## config.mk

```make
export PLATFORM = sky130hd
export DESIGN_NAME = reg_bus_arbiter_flat
export DESIGN_NICKNAME = d
export VERILOG_FILES = /design/src/rtl/reg_bus_arbiter_pkg.sv /design/src/rtl/reg_bus_arbiter_if.sv /design/src/rtl/reg_bus_arbiter_rr_pick.sv /design/src/rtl/reg_bus_arbiter.sv /design/src/flat_wrapper.sv
export SDC_FILE = /design/constraint.sdc
export NUM_CORES = 1
export LEC_CHECK = 0
export CAP_MARGIN = 10
export CORE_MARGIN = 3
export CORE_UTILIZATION = 35
export CTS_BUF_LIST = sky130_fd_sc_hd__clkbuf_2
export CTS_CLUSTER_SIZE = 8
export DETAILED_ROUTE_END_ITERATION = 7
export PLACE_DENSITY = 0.77
export SLEW_MARGIN = 20
export SYNTH_ARGS = -nofsm -noshare
export SYNTH_HDL_FRONTEND = slang
export SYNTH_SLANG_ARGS = --single-unit
```

## constraint.sdc

```tcl
create_clock -name clk -period 1.9 [get_ports clk]
set_input_delay 0.285 -clock clk [delete_from_list [all_inputs] [get_ports clk]]
set_output_delay 0.285 -clock clk [all_outputs]
set_load 0.005 [all_outputs]
```

## src/rtl/reg_bus_arbiter_pkg.sv

```systemverilog
// Shared types and helpers for the register-bus arbiter.
//   arb_state_e            : arbiter FSM states
//   DEFAULT_TIMEOUT_CYCLES : default BUSY-cycle limit before a forced error
//   idx_width()            : width needed to index n requesters (at least 1 bit)
package reg_bus_arb_pkg;

  typedef enum logic [1:0] {
    IDLE = 2'd0,
    BUSY = 2'd1,
    RESP = 2'd2
  } arb_state_e;

  localparam int DEFAULT_TIMEOUT_CYCLES = 256;

  // A single requester still needs a 1-bit index so vectors stay legal.
  function automatic int idx_width(input int n);
    return (n <= 1) ? 1 : $clog2(n);
  endfunction

endpackage

```

## src/rtl/reg_bus_arbiter_if.sv

```systemverilog
// Register-map bus between the arbiter (master) and the register map (slave).
//   req/is_wr/addr/wr_data/wr_strobe : request side, driven by the master
//   ready/err/rd_data                : completion side, driven by the slave
interface reg_bus_if #(
  parameter int DATA_WIDTH = 32,
  parameter int ADDR_WIDTH = 32
);
  logic                    req;
  logic                    is_wr;
  logic [ADDR_WIDTH-1:0]   addr;
  logic [DATA_WIDTH-1:0]   wr_data;
  logic [DATA_WIDTH/8-1:0] wr_strobe;
  logic                    ready;
  logic                    err;
  logic [DATA_WIDTH-1:0]   rd_data;

  modport master (
    output req, is_wr, addr, wr_data, wr_strobe,
    input  ready, err, rd_data
  );

  modport slave (
    input  req, is_wr, addr, wr_data, wr_strobe,
    output ready, err, rd_data
  );
endinterface

```

## src/rtl/reg_bus_arbiter_rr_pick.sv

```systemverilog
// Combinational round-robin picker.
//   req         : request vector
//   ptr         : highest-priority index
//   grant_valid : any request present
//   grant_idx   : first set bit at or above ptr, wrapping to 0
module rr_pick #(
  parameter int NUM_MASTERS = 2,
  parameter int IDX_WIDTH   = 1
) (
  input  logic [NUM_MASTERS-1:0] req,
  input  logic [IDX_WIDTH-1:0]   ptr,
  output logic                   grant_valid,
  output logic [IDX_WIDTH-1:0]   grant_idx
);

  // Rotate so the pointer position lands at bit 0, then a plain
  // lowest-set-bit search gives the offset from the pointer.
  logic [2*NUM_MASTERS-1:0] req_dbl;
  logic [NUM_MASTERS-1:0]   req_rot;
  logic [IDX_WIDTH-1:0]     offset;
  logic [IDX_WIDTH:0]       sum;

  assign req_dbl = {req, req};
  assign req_rot = NUM_MASTERS'(req_dbl >> ptr);

  always_comb begin
    offset = '0;
    for (int k = NUM_MASTERS - 1; k >= 0; k--) begin
      if (req_rot[k]) offset = IDX_WIDTH'(k);
    end
  end

  assign sum         = {1'b0, ptr} + {1'b0, offset};
  assign grant_valid = |req;
  assign grant_idx   = (sum >= (IDX_WIDTH + 1)'(NUM_MASTERS))
                       ? IDX_WIDTH'(sum - (IDX_WIDTH + 1)'(NUM_MASTERS))
                       : IDX_WIDTH'(sum);

endmodule

```

## src/rtl/reg_bus_arbiter.sv

```systemverilog
// Round-robin arbiter sharing one register-map bus between NUM_MASTERS
// requesters, one outstanding transfer, with a response timeout.
//   clk, reset       : clock, asynchronous active-low reset
//   m_req/m_req_is_wr/m_addr/m_wr_data/m_wr_strobe : packed requester inputs
//   m_ready/m_err    : one-cycle completion pulse and error qualifier
//   m_rd_data        : read data shared by all requesters
//   bus              : register-map bus (master side)
module reg_bus_arbiter
  import reg_bus_arb_pkg::*;
#(
  parameter int NUM_MASTERS    = 2,
  parameter int DATA_WIDTH     = 32,
  parameter int ADDR_WIDTH     = 32,
  parameter int TIMEOUT_CYCLES = DEFAULT_TIMEOUT_CYCLES
) (
  input  logic                              clk,
  input  logic                              reset,
  input  logic [NUM_MASTERS-1:0]            m_req,
  input  logic [NUM_MASTERS-1:0]            m_req_is_wr,
  input  logic [NUM_MASTERS*ADDR_WIDTH-1:0] m_addr,
  input  logic [NUM_MASTERS*DATA_WIDTH-1:0] m_wr_data,
  input  logic [NUM_MASTERS*DATA_WIDTH/8-1:0] m_wr_strobe,
  output logic [NUM_MASTERS-1:0]            m_ready,
  output logic [NUM_MASTERS-1:0]            m_err,
  output logic [DATA_WIDTH-1:0]             m_rd_data,
  reg_bus_if.master                         bus
);

  localparam int SW = DATA_WIDTH / 8;
  localparam int IW = idx_width(NUM_MASTERS);
  localparam int CW = (TIMEOUT_CYCLES > 0) ? $clog2(TIMEOUT_CYCLES + 1) : 1;
  localparam logic [CW-1:0] CNT_LAST = (TIMEOUT_CYCLES > 0) ? CW'(TIMEOUT_CYCLES - 1) : '0;
  localparam logic [IW-1:0] LAST_IDX = IW'(NUM_MASTERS - 1);

  arb_state_e             state_q, state_d;
  logic [IW-1:0]          ptr_q, ptr_d;
  logic [IW-1:0]          grant_q, grant_d;
  logic [CW-1:0]          cnt_q, cnt_d;
  logic                   bus_req_q, bus_req_d;
  logic                   bus_is_wr_q, bus_is_wr_d;
  logic [ADDR_WIDTH-1:0]  bus_addr_q, bus_addr_d;
  logic [DATA_WIDTH-1:0]  bus_wr_data_q, bus_wr_data_d;
  logic [SW-1:0]          bus_wr_strobe_q, bus_wr_strobe_d;
  logic [NUM_MASTERS-1:0] m_ready_q, m_ready_d;
  logic [NUM_MASTERS-1:0] m_err_q, m_err_d;
  logic [DATA_WIDTH-1:0]  m_rd_data_q, m_rd_data_d;

  logic          pick_valid;
  logic [IW-1:0] pick_idx;
  logic          done;
  logic          expire;

  rr_pick #(
    .NUM_MASTERS (NUM_MASTERS),
    .IDX_WIDTH   (IW)
  ) u_pick (
    .req         (m_req),
    .ptr         (ptr_q),
    .grant_valid (pick_valid),
    .grant_idx   (pick_idx)
  );

  assign done   = bus.ready | bus.err;
  assign expire = (TIMEOUT_CYCLES > 0) && (cnt_q == CNT_LAST);

  // State register
  always_ff @(posedge clk or negedge reset) begin
    if (!reset) begin
      state_q         <= IDLE;
      ptr_q           <= '0;
      grant_q         <= '0;
      cnt_q           <= '0;
      bus_req_q       <= 1'b0;
      bus_is_wr_q     <= 1'b0;
      bus_addr_q      <= '0;
      bus_wr_data_q   <= '0;
      bus_wr_strobe_q <= '0;
      m_ready_q       <= '0;
      m_err_q         <= '0;
      m_rd_data_q     <= '0;
    end else begin
      state_q         <= state_d;
      ptr_q           <= ptr_d;
      grant_q         <= grant_d;
      cnt_q           <= cnt_d;
      bus_req_q       <= bus_req_d;
      bus_is_wr_q     <= bus_is_wr_d;
      bus_addr_q      <= bus_addr_d;
      bus_wr_data_q   <= bus_wr_data_d;
      bus_wr_strobe_q <= bus_wr_strobe_d;
      m_ready_q       <= m_ready_d;
      m_err_q         <= m_err_d;
      m_rd_data_q     <= m_rd_data_d;
    end
  end

  // Next-state logic
  always_comb begin
    state_d = state_q;
    case (state_q)
      IDLE:    if (pick_valid) state_d = BUSY;
      BUSY:    if (done || expire) state_d = RESP;
      RESP:    state_d = IDLE;
      default: state_d = IDLE;
    endcase
  end

  // Datapath / output next values
  always_comb begin
    ptr_d           = ptr_q;
    grant_d         = grant_q;
    cnt_d           = cnt_q;
    bus_req_d       = bus_req_q;
    bus_is_wr_d     = bus_is_wr_q;
    bus_addr_d      = bus_addr_q;
    bus_wr_data_d   = bus_wr_data_q;
    bus_wr_strobe_d = bus_wr_strobe_q;
    m_ready_d       = '0;
    m_err_d         = '0;
    m_rd_data_d     = m_rd_data_q;
    case (state_q)
      IDLE: begin
        if (pick_valid) begin
          grant_d         = pick_idx;
          bus_req_d       = 1'b1;
          bus_is_wr_d     = m_req_is_wr[pick_idx];
          bus_addr_d      = m_addr[pick_idx*ADDR_WIDTH +: ADDR_WIDTH];
          bus_wr_data_d   = m_wr_data[pick_idx*DATA_WIDTH +: DATA_WIDTH];
          bus_wr_strobe_d = m_wr_strobe[pick_idx*SW +: SW];
          cnt_d           = '0;
        end
      end
      BUSY: begin
        // A real completion takes precedence over an expiring timeout.
        if (done) begin
          bus_req_d          = 1'b0;
          m_ready_d[grant_q] = 1'b1;
          m_err_d[grant_q]   = bus.err;
          m_rd_data_d        = bus.rd_data;
        end else if (expire) begin
          bus_req_d          = 1'b0;
          m_ready_d[grant_q] = 1'b1;
          m_err_d[grant_q]   = 1'b1;
          m_rd_data_d        = '0;
        end else if (cnt_q != '1) begin
          cnt_d = cnt_q + 1'b1;
        end
      end
      RESP: begin
        ptr_d = (grant_q == LAST_IDX) ? '0 : grant_q + 1'b1;
      end
      default: ;
    endcase
  end

  assign bus.req       = bus_req_q;
  assign bus.is_wr     = bus_is_wr_q;
  assign bus.addr      = bus_addr_q;
  assign bus.wr_data   = bus_wr_data_q;
  assign bus.wr_strobe = bus_wr_strobe_q;
  assign m_ready       = m_ready_q;
  assign m_err         = m_err_q;
  assign m_rd_data     = m_rd_data_q;

endmodule
```

## src/flat_wrapper.sv

```systemverilog
// flat-port wrapper written by rule: the top's interface ports become plain ports
module reg_bus_arbiter_flat import reg_bus_arb_pkg::*;
#(
  parameter int NUM_MASTERS    = 2,
  parameter int DATA_WIDTH     = 32,
  parameter int ADDR_WIDTH     = 32,
  parameter int TIMEOUT_CYCLES = DEFAULT_TIMEOUT_CYCLES
)
  (clk, reset, m_req, m_req_is_wr, m_addr, m_wr_data, m_wr_strobe, m_ready, m_err, m_rd_data, bus_req, bus_is_wr, bus_addr, bus_wr_data, bus_wr_strobe, bus_ready, bus_err, bus_rd_data);
  reg_bus_if #(.DATA_WIDTH(DATA_WIDTH), .ADDR_WIDTH(ADDR_WIDTH)) bus_i ();
  input  logic clk;
  input  logic reset;
  input  logic [NUM_MASTERS-1:0] m_req;
  input  logic [NUM_MASTERS-1:0] m_req_is_wr;
  input  logic [NUM_MASTERS*ADDR_WIDTH-1:0] m_addr;
  input  logic [NUM_MASTERS*DATA_WIDTH-1:0] m_wr_data;
  input  logic [NUM_MASTERS*DATA_WIDTH/8-1:0] m_wr_strobe;
  output logic [NUM_MASTERS-1:0] m_ready;
  output logic [NUM_MASTERS-1:0] m_err;
  output logic [DATA_WIDTH-1:0] m_rd_data;
  output wire logic [$bits(bus_i.req)-1:0] bus_req;
  output wire logic [$bits(bus_i.is_wr)-1:0] bus_is_wr;
  output wire logic [$bits(bus_i.addr)-1:0] bus_addr;
  output wire logic [$bits(bus_i.wr_data)-1:0] bus_wr_data;
  output wire logic [$bits(bus_i.wr_strobe)-1:0] bus_wr_strobe;
  input wire logic [$bits(bus_i.ready)-1:0] bus_ready;
  input wire logic [$bits(bus_i.err)-1:0] bus_err;
  input wire logic [$bits(bus_i.rd_data)-1:0] bus_rd_data;
  assign bus_req = bus_i.req;
  assign bus_is_wr = bus_i.is_wr;
  assign bus_addr = bus_i.addr;
  assign bus_wr_data = bus_i.wr_data;
  assign bus_wr_strobe = bus_i.wr_strobe;
  assign bus_i.ready = bus_ready;
  assign bus_i.err = bus_err;
  assign bus_i.rd_data = bus_rd_data;
  reg_bus_arbiter #(.NUM_MASTERS(NUM_MASTERS), .DATA_WIDTH(DATA_WIDTH), .ADDR_WIDTH(ADDR_WIDTH), .TIMEOUT_CYCLES(TIMEOUT_CYCLES)) u_core (.clk(clk), .reset(reset), .m_req(m_req), .m_req_is_wr(m_req_is_wr), .m_addr(m_addr), .m_wr_data(m_wr_data), .m_wr_strobe(m_wr_strobe), .m_ready(m_ready), .m_err(m_err), .m_rd_data(m_rd_data), .bus(bus_i));
endmodule
```

* Yosys cells after proc, flatten, opt, wreduce, memory -nomap -nowiden *
Index checks and enable logic that the tools add are counted.

word-level totals
  input port bits = 176
  logic and storage cells = 74
  register bits after elaboration = 119
  output and inout bits = 106

operators by class
  reduce and logical (&&, ||, !) cells = 11
  shift operators = 4
  $add $sub $neg = 4
  muxes and demuxes = 27
  magnitude comparators = 4
  bitwise gates (word level) = 2
  eq/ne operators = 10

operators with widths
  cell                   number
  $shiftx A64 B7 Y32     2
  $mux W32               2
  $mux W9                4
  $pmux W9 S2            1
  $mux W2                7
  $mux W1                10
  $add A9 B1 Y9 const B  1
  $eq A9 B8 Y1 const B   1
  $ne A9 B9 Y1 const B   1
  $shiftx A8 B4 Y4       1
  $ne A2 B1 Y1 const B   3
  $reduce_and A2 Y1      3
  $reduce_and A5 Y1      1
  $lt A1 B2 Y1 const B   2
  $ne A2 B2 Y1 const B   2
  $pmux W2 S2            1
  $reduce_bool A2 Y1     2
  $shr A4 B1 Y2          1
  $ne A3 B1 Y1 const B   1
  $reduce_and A3 Y1      1
  $add A1 B1 Y2          1
  $and A2 B2 Y2          1
  $eq A2 B1 Y1 const B   1
  $eq A2 B2 Y1 const B   1
  11 further kinds       11

* Depth between registers and ports, before layout *
  depth after elaboration = 8
  depth in mapped cells = 10
  mapped depth without buffers = 8

* Hierarchy *
A second synthesis with hierarchy kept.

second synthesis, totals
  cell total of the unflattened synthesis = 459
  area total of the unflattened synthesis = 5,118.7 µm²

modules (own cells, without submodules)
  module           times used  area each (µm²)  sequential area each (µm²)  cells each
  reg_bus_arbiter  1           5,099.9          2,977.9                     455
  rr_pick          1           18.8             0.0                         4

* Worst setup path before layout *
Ideal clock, no wire load.

  path type = reg2reg
  start = reg u_core.cnt_q[0]
  end = reg u_core.cnt_q[5]
  setup time = 0.077 ns
  arrival time = 1.811 ns
  clock period less this slack = 1.888 ns
  slack = 0.012 ns
  cell stages (with the launch flop) = 9
  cells stage by stage = dfrtp_1 ha_1 nand3_1 nor2_1 ha_1 nor3_2 o211ai_1 or4_1 a21oi_1

on the way
  longest elaborated chain between the ends = 5
  elaborated cells on any way between the ends = 10
  classes of those cells = 1 x add/sub; 4 x eq/ne; 4 x mux; 1 x reduce/logical

ends and longest elaborated chain
  element                 line                    RTL
  start, declared         reg_bus_arbiter.sv:38   logic [CW-1:0] cnt_q, cnt_d;
  start signal, assigned  reg_bus_arbiter.sv:85   cnt_q <= cnt_d;
  $add A9 B1 Y9           reg_bus_arbiter.sv:146  cnt_d = cnt_q + 1'b1;
  $mux W9                 reg_bus_arbiter.sv:145  end else if (cnt_q != '1) begin
  $mux W9                 reg_bus_arbiter.sv:140  end else if (expire) begin
  $mux W9                 reg_bus_arbiter.sv:135  if (done) begin
  $pmux W9 S2             reg_bus_arbiter.sv:121  case (state_q)

Parallel ways exist; a longest one is shown, timed or not. The select of a mux whose other input is x is not followed.
A chain may end at the register's enable or synchronous reset.

* Final worst setup path *
  start = reg u_core.cnt_q[0]
  end = reg u_core.cnt_q[3]

The elaborated chain is that of the path after synthesis.

==> impl_results.md <==
* Routed WL at 15.86 mm
* Slew Limit Headroom at 52.85%
* Critical path launch point type: register
* Syn Nets at 633
* Wire length per cell at 16.45 µm
* Starting DRT DRC Count at 148
* Placed Instances at 906
* Die height at 126.6 µm
* #FFs+latches synth at 119
* Reg clk slew, reported paths at 180 ps
* Clock Skews at 31.16 ps
* Global-route wire length before repair at 24.83 mm
* Period utilization at 109.4%
* Failing checks: negative setup slack
* CTS max path bufs at 2
* Area Growth Syn to Fin at 72.09%
* DR DRC count at 0
* H-Tree Depth at 4
* TritonCTS sink count at 119
* CTS Buf Count at 17
* Remaining Overflow, GRT at 0
* Worst slew pin tran at 705.5 ps
* Fin. Hold Viols at 0
* Antenna-violating nets left at 0
* Placeable Area at 0.01404 mm²
* Slowest cell on crit path: dfrtp_1
* Final setup violation count at 40
* Ant diodes at 0
* Min cycle time layout at 2079 ps
* Setup_tns at -2488 ps
* CTS tree: built
* HPWL Detailed at 11.33 mm
* Pleak at 4.195 nW
* Gr usage total at 19.46%
* Die Span X at 126.6 µm
* Share of cells above drive strength 1 at 13.14%
* Initial antenna violation count at 0
* Cell area after placement at 0.008229 mm²
* Worst Slack Setup Final at -178.9 ps
* Row count at 43
* Mapped Cells at 454
* Crit path required time at 2480 ps
* Sequential area share after synthesis at 58.52%
* Num ports at 282
* Buf/Inv on CP at 1
* Max Clk Rate at 481.0 MHz
* Leading cell types in the layout, fill and taps excluded: clkdlybuf4s50_1, dfrtp_1, dlygate4sd2_1
* CP Data Arrival Time at 2650 ps
* Avg Vias per Cell at 4.867
* Worst skew pair latency at 650 ps
* Commonest non-fill, non-tap cell in the layout: clkdlybuf4s50_1
* Unique masters post-synth at 33
* Largest net degree at the start of global routing at 120
* Max Cap Viol at 0
* Cell area after layout at 0.008757 mm²
* Initial core utilization at 36.24%
* Synth Area per Inst at 11.21 µm²
* Pwr/cell area at 1324 mW/mm²
* WS Path Type: register to register
* RSZ-0062 raised after global routing: yes
* Yosys warns at 0
* Peak supply drop at 0.7126 mV
* Vias at 4692
* Root buffer cell: clkbuf_2
* Crit Path Max Fanout at 7
* Placer congestion estimate at 0.8526
* CP Cell Sequence: ha_2 > nand3_2 > nor2_4 > ha_4 > nor3_4 > o211ai_1 > buf_4 > or3_1 > a21oi_1
* Delay-heaviest family, CP: simple AND/OR/NAND/NOR gates
* Status: finished with violations
* Drt first pass iters at 4
* Die area at 0.01602 mm²
* Worst path max stage delay at 420 ps
* Fin. max-slew vios at 0
* I/O Buffers at 281
* Worst Setup End Kind: register
* Post-synthesis cell area at 0.005089 mm²
* Kind of path behind the tightest hold check: input pin to asynchronous set/reset pin
* Final Non-Filler Cells at 964
* Layout net count at 951
* Number of global-route vias before repair at 4860
## worst paths after layout
check | from | endpoint | slack, ps | cells past startpoint
min reg2reg | u_core.bus.wr_data[18] | u_core.bus.wr_data[18] | 490 | 2
max reg2reg | u_core.cnt_q[0] | u_core.cnt_q[3] | -180 | 9
min in group clk | bus_rd_data[21] | u_core.m_rd_data[21] | 210 | 2
max in group asynchronous | reset | u_core.bus.wr_strobe[1] | 1160 | 3
max | u_core.cnt_q[0] | u_core.cnt_q[3] | -180 | 9
min | reset | u_core.bus.addr[10] | 200 | 3
## flip-flops by register name (all words and copies together) (netlist names)
name                  cells
u_core.ptr_q              1
u_core.m_err              2
u_core.bus.is_wr          1
u_core.bus.wr_strobe      4
u_core.cnt_q              9
u_core.m_rd_data         32
u_core.bus.wr_data       32
u_core.state_q            2
u_core.bus.addr          32
u_core.m_ready            2
u_core.bus.req            1
u_core.grant_q            1
## cell type report
type                    instances  area, µm²
clock buffers                  19      95.09
repair buffers                330       3221
inverters                       4      15.01
flip-flops and latches        119       2978
clock inverters                12      158.9
multi-input cells             300       2064
well taps                     180      225.2
fillers                      1182       5285
## what timing repair did
item | 4_1_cts | 5_1_grt
gates resized for setup | 121 | 21
endpoints found under the hold margin | 119 | 0
hold buffers | 1 | 0
pin swaps | 31 | 29
endpoints found under the setup margin | 148 | 47
cloned | 2 | 4
setup buffers | 21 | 1
## worst register-to-register path, delay by kind of cell (launching register included)
kind,cells,cell delay [ps]
AOI/OAI and AO/OA,2,380
buffers and inverters,1,210
DFF,1,420
and+or+nand+nor,4,630
adders and majority gates,2,360
## cell families after synthesis
logic type	after synthesis	share of synthesized area, %
flops	119	58.52
buf+inv	35	3.270
mux	70	13.79
fa+ha+maj	4	0.9590
compound gates	123	14.80
simple gates	103	8.655
## per-stage QoR
step | hold slack, ps | utilization, % | setup WS [ps] | power (W)
3_5_place_dp | 420.9 | 58.60 | -230.9 | 0.01006
3_3_place_gp | 420.7 | 58.60 | -136.3 | 0.009874
6_report | 198.9 | 62.36 | -178.9 | 0.01160
2_1_floorplan | -10.59 | - | 11.96 | 0.006615
5_1_grt | 110.5 | 62.36 | -281.6 | 0.01248
4_1_cts | 123.9 | 61.55 | -172.5 | 0.01160
## layer usage
metal | part of all wire (%) | track usage, % | vias up
met1 | 39 | 21.99 | 2210
met3 | 9.0 | 7.158 | 27
li1 | - | - | 2248
met4 | 2.1 | 7.066 | 0
met5 | 0 | 0 | -
met2 | 50 | 33.75 | 207
## power by group
group / internal [W] / switching [W] / leakage [nW]
sequential: 0.00367 / 0.000635 / 1.48
clock: 0.000846 / 0.000929 / 0.156
combinational: 0.00304 / 0.00247 / 2.56
total: 0.00756 / 0.00403 / 4.20
## cell usage after synthesis, drive strengths merged
| cell type | number | area (µm²) |
|---|---|---|
| a21oi | 9 | 45.04 |
| a22o | 33 | 289.0 |
| a31oi | 1 | 6.260 |
| and2 | 1 | 6.260 |
| and3 | 1 | 6.260 |
| buf | 19 | 106.4 |
| clkbuf | 12 | 45.04 |
| dfrtp | 119 | 2978 |
| ha | 3 | 37.54 |
| inv | 4 | 15.01 |
| maj3 | 1 | 11.26 |
| mux2 | 1 | 11.26 |
| mux2i | 69 | 690.7 |
| nand2 | 77 | 289.0 |
| nand2b | 3 | 18.77 |
| nand3 | 4 | 20.02 |
| nor2 | 5 | 18.77 |
| nor2b | 1 | 6.260 |
| nor3 | 2 | 15.01 |
| nor3b | 1 | 7.510 |
| o211ai | 1 | 7.510 |
| o21a | 1 | 7.510 |
| o21ai | 75 | 375.4 |
| o31ai | 3 | 22.52 |
| or2 | 1 | 6.260 |
| or3 | 5 | 31.28 |
| or4 | 2 | 15.01 |
(Power assumes the default switching activity.)
